File: src/rtl/uart_cmd_rx.sv
// 8N1 UART receiver with a valid/ack holding register and framing/overrun flags.
// Define UART_CMD_RX_PARITY_EN to receive 8E1 frames (even parity checked before the stop bit).
module uart_cmd_rx #(
  parameter int CLK_FREQUENCY = 10000000,
  parameter int BAUD_RATE     = 57600
) (
  input  logic       clki,
  input  logic       reset_n,
  input  logic       rx,
  output logic [7:0] rx_data,
  output logic       rx_valid,
  input  logic       rx_ack,
  output logic       frame_error,
  output logic       overrun,
  output logic       busy
);

  localparam int DIV = CLK_FREQUENCY / BAUD_RATE;
  localparam int TW  = $clog2(DIV);

  localparam logic [TW-1:0] FULL_LOAD = TW'(DIV - 1);
  localparam logic [TW-1:0] HALF_LOAD = TW'(DIV / 2 - 1);

  localparam logic [2:0] S_IDLE   = 3'd0;
  localparam logic [2:0] S_START  = 3'd1;
  localparam logic [2:0] S_DATA   = 3'd2;
  localparam logic [2:0] S_STOP   = 3'd3;
  localparam logic [2:0] S_BREAK  = 3'd4;
`ifdef UART_CMD_RX_PARITY_EN
  localparam logic [2:0] S_PARITY = 3'd5;
`endif

  logic          sync1;
  logic          rxs;
  logic          rxs_d;
  logic          rxs_d2;
  logic [2:0]    state;
  logic [TW-1:0] timer;
  logic [2:0]    bit_cnt;
  logic [7:0]    shift_reg;
  logic          tick;
  logic          sample;
  logic          fall;
`ifdef UART_CMD_RX_PARITY_EN
  logic          parity_err;
`endif

  // Synchroniser idles high so reset never fabricates a start edge on an idle line.
  always_ff @(posedge clki or negedge reset_n) begin
    if (!reset_n) begin
      sync1  <= 1'b1;
      rxs    <= 1'b1;
      rxs_d  <= 1'b1;
      rxs_d2 <= 1'b1;
    end else begin
      sync1  <= rx;
      rxs    <= sync1;
      rxs_d  <= rxs;
      rxs_d2 <= rxs_d;
    end
  end

  assign tick   = (timer == '0);
  assign fall   = rxs_d & ~rxs;
  assign sample = (rxs & rxs_d) | (rxs & rxs_d2) | (rxs_d & rxs_d2);
  assign busy   = (state != S_IDLE);

  always_ff @(posedge clki or negedge reset_n) begin
    if (!reset_n) begin
      state       <= S_IDLE;
      timer       <= '0;
      bit_cnt     <= '0;
      shift_reg   <= '0;
      rx_data     <= '0;
      rx_valid    <= 1'b0;
      frame_error <= 1'b0;
      overrun     <= 1'b0;
`ifdef UART_CMD_RX_PARITY_EN
      parity_err  <= 1'b0;
`endif
    end else begin
      frame_error <= 1'b0;
      overrun     <= 1'b0;
      if (rx_valid && rx_ack) rx_valid <= 1'b0;
      if (!tick) timer <= timer - TW'(1);

      case (state)
        S_IDLE: begin
          if (fall) begin
            timer <= HALF_LOAD;
            state <= S_START;
          end
        end

        S_START: begin
          if (tick) begin
            if (!sample) begin
              timer   <= FULL_LOAD;
              bit_cnt <= '0;
              state   <= S_DATA;
            end else begin
              state <= S_IDLE;
            end
          end
        end

        S_DATA: begin
          if (tick) begin
            shift_reg <= {sample, shift_reg[7:1]};
            timer     <= FULL_LOAD;
            bit_cnt   <= bit_cnt + 3'd1;
            if (bit_cnt == 3'd7) begin
`ifdef UART_CMD_RX_PARITY_EN
              state <= S_PARITY;
`else
              state <= S_STOP;
`endif
            end
          end
        end

`ifdef UART_CMD_RX_PARITY_EN
        S_PARITY: begin
          if (tick) begin
            parity_err <= (sample != ^shift_reg);
            timer      <= FULL_LOAD;
            state      <= S_STOP;
          end
        end
`endif

        // Leaving at mid-stop lets a back-to-back start edge be caught in IDLE.
        S_STOP: begin
          if (tick) begin
            if (!sample) begin
              frame_error <= 1'b1;
              timer       <= FULL_LOAD;
              state       <= S_BREAK;
`ifdef UART_CMD_RX_PARITY_EN
            end else if (parity_err) begin
              frame_error <= 1'b1;
              state       <= S_IDLE;
`endif
            end else begin
              state <= S_IDLE;
              if (!rx_valid || rx_ack) begin
                rx_data  <= shift_reg;
                rx_valid <= 1'b1;
              end else begin
                overrun <= 1'b1;
              end
            end
          end
        end

        S_BREAK: begin
          if (!rxs) begin
            timer <= FULL_LOAD;
          end else if (tick) begin
            state <= S_IDLE;
          end
        end

        default: state <= S_IDLE;
      endcase
    end
  end

endmodule

File: config.mk
export PLATFORM = sky130hd
export DESIGN_NAME = uart_cmd_rx
export DESIGN_NICKNAME = d
export VERILOG_FILES = /design/src/rtl/uart_cmd_rx.sv
export SDC_FILE = /design/constraint.sdc
export NUM_CORES = 1
export LEC_CHECK = 0
export ABC_AREA = 1
export CORE_ASPECT_RATIO = 1.75
export CORE_MARGIN = 4
export CORE_UTILIZATION = 35
export DETAILED_ROUTE_END_ITERATION = 8
export GPL_ROUTABILITY_DRIVEN = 0
export PLACE_DENSITY_LB_ADDON = 0.25
export SYNTH_ARGS = -nofsm -noshare
export SYNTH_HDL_FRONTEND = slang
export SYNTH_SLANG_ARGS = --single-unit
File: constraint.sdc
create_clock -name clki -period 1.95 [get_ports clki]
set_input_delay 0.39 -clock clki [delete_from_list [all_inputs] [get_ports clki]]
set_output_delay 0.39 -clock clki [all_outputs]
set_load 0.05 [all_outputs]
==> flow_metrics.tcl <==
set metrics [dict create \
    fin_crit_ns 1.87 \
    placedCellCount 294 \
    async_flop_share 1.00 \
    slew_headroom 0.666 \
    setup_viol 0 \
    path_class "reg2out" \
    clkLatencyLatePin_ns 0.30 \
    syn-cell-area_um2 1870 \
    reg2regPathDepth 8 \
    syn_inst 225 \
    wl_per_cell_um 12.7 \
    maxCapViolCount 0 \
    power_frac_comb 0.420 \
    worstPathArrival_ns 1.48 \
    fp.dieArea_um2 6610 \
    p_clk_frac 0.199 \
    final_cells 302 \
    slowest_delay_ns 0.81 \
    clockRootBuffer "clkbuf_8" \
    p_int_mw 1.52 \
    clock_path_buffers 2 \
    cts_tree "built" \
    cts_resized 0 \
    hold_viol_final 0 \
    cpLargestDelayFamily "buffers and inverters" \
    yosysWarnings 0 \
    skew_ns 0.00739 \
    regToRegEndpoint "timer[0]$_DFF_PN0_" \
    overflow 0 \
    ys_types 26 \
    slowest_stage "clkdlybuf4s50_1" \
    nets 255 \
    syn_nets 233 \
    grt_use_total 0.133 \
    pwr-share-seq 0.381 \
    switching_power_mw 1.17 \
    regToRegSetupSlack_ns 0.21 \
    seq_area_frac_synth 0.499 \
    crit_cells 1 \
    syn2layout_area_growth_pct 15.7 \
    core_area_um2 5060 \
    fin_tns_setup_ns 0 \
    status "complete, no violations" \
    die_w_um 63.2 \
    numCtsBuffers 5 \
    routed_via_density 4.86 \
    grt_antenna_before_repair 0 \
    r2r_start "timer[0]$_DFF_PN0_" \
    fin_util 0.427 \
    final-seq-area_um2 931 \
    port_buffers 15 \
    antenna_cells 0 \
    startpoint "rx_data[7]$_DFFE_PN0P_" \
    design_power_total_mw 2.70 \
    rsz0062_at_grt "no" \
    clk_pin_slew_ns 0.08 \
    cp-start-kind "flop" \
    p_leak_nw 1.08 \
    grt_pass1_vias 1570 \
    remaining_drc_errors 0 \
    drt_iter0_drc 37 \
    worst_slew_pin_slew_ns 0.500 \
    routed_wl_um 3840 \
    start_util 0.369 \
    critical_path_required_ns 1.56 \
    power.density_nw_per_um2 1250 \
    synth_area_per_cell_um2 8.30 \
    vias 1467 \
    place_hpwl_um 2910 \
    slew_violations 0 \
    drtPass1Iterations 5 \
    row_count 34 \
    grt_pass1_wl_um 7030 \
    clock.fmax_ghz 0.535 \
    ant_nets 0 \
    synth_seq_cells 37 \
    fillCellCount 523 \
    clock_sinks 37 \
    vdd_drop_max_v 0.000606 \
    finalCritPeriodShare 0.959 \
    grt_start_max_net_pins 38 \
    path_cells "clkdlybuf4s50_1" \
    h-tree-depth 2 \
    path_max_fanout 2 \
    synth_ff_type "dfrtp_1" \
    synth_edf_count 0 \
    drive_above_1_share 0.169 \
    postCtsSetupRepairBufs 0 \
    top_level_ports 16 \
    chipHeight_um 105 \
    multi_input_area_um2 815 \
    cp.buffers_inverters 1 \
    hp-class "in2async" \
    cts_hold_buffers 0 \
    power_switching_share 0.435 \
    cp-end-kind "primary output" \
    endpoint "rx_data[7]" \
]
-- worst min-delay path by stage --
stage	end	slack, ns	cells past startpoint
floorplan	bit_cnt[0]$_DFFE_PN0P_	0.09	0
global placement	rxs$_DFF_PN1_	0.35	0
CTS	rx_data[3]$_DFFE_PN0P_	0.14	2
global route	shift_reg[3]$_DFFE_PN0P_	0.17	2
detailed placement	rxs$_DFF_PN1_	0.35	0
finish	rx_data[2]$_DFFE_PN0P_	0.12	2
-- through the flow --
stage	area, µm²	hold slack (ns)	setup WS, ns
2_1_floorplan	1870	0.0944	0.246
3_3_place_gp	2070	0.346	0.253
3_5_place_dp	2070	0.349	0.209
4_1_cts	2160	0.141	0.0653
5_1_grt	2160	0.171	0.0213
6_report	2160	0.121	0.0792
-- power groups by stage --
stage | Sequential [mW] | Combinational [mW] | Clock, mW
final | 1.03 | 1.13 | 0.537
after global routing | 1.04 | 1.34 | 0.586
after CTS | 1.02 | 1.15 | 0.547
after detailed placement | 1.04 | 1.14 | 0
after global placement | 1.04 | 1.13 | 0
after floorplan | 1.01 | 0.894 | 0
-- metal layers --
metal  vias to the layer above  part of all wire  routed length (µm)  global-route usage
met5                         -                 0                   0                   0
met1                       677              0.39                1500               0.141
met2                        23              0.56                2140               0.249
met4                         0             0.031                 119              0.0711
met3                        11             0.022                  83              0.0193
li1                        756                 -                   -                   -
-- logic make-up (layout without fill, tap and decap cells) --
kind of cell	count (synthesis)	in the layout	synth area share
simple gates	114	114	0.276
flops	37	37	0.499
xor+xnor	3	3	0.0141
buf+inv	29	52	0.0650
fa+ha+maj	4	4	0.0268
compound gates	38	38	0.119
-- cells in the final DEF, fill, tap and decap left out, drive strengths merged --
cell and count:
clkinv 3, inv 26, nor3 2, o31ai 1, nand2 64, clkinvlp 1, xor2 3, buf 4
o21ai 28, nor2 29, dfrtp 33, nand3 16, nand3b 1, a21oi 9, clkbuf 5, ha 4
dfstp 4, or2 2, clkdlybuf4s50 13
-- Yosys cell counts, types with 3 or more instances --
master / count / area, µm²
dfstp_2: 4 / 105
nand2_1: 56 / 210
nand3_1: 16 / 80.1
ha_1: 4 / 50.1
nor2_1: 24 / 90.1
inv_1: 23 / 86.3
inv_2: 3 / 11.3
nand2_2: 6 / 37.5
o21ai_2: 7 / 61.3
o21ai_0: 9 / 45.0
dfrtp_1: 33 / 826
nor2_2: 4 / 25.0
a21oi_1: 8 / 40.0
xor2_1: 3 / 26.3
o21ai_1: 12 / 60.1
-- layout make-up --
type	count	area share
clock inverters	3	0.00811
multi-input cells	159	0.377
flip-flops and latches	37	0.431
well taps	54	0.0313
inverters	27	0.0475
clock buffers	5	0.0319
repair buffers	17	0.0730
Note: power is estimated with default switching activity, not from simulation.
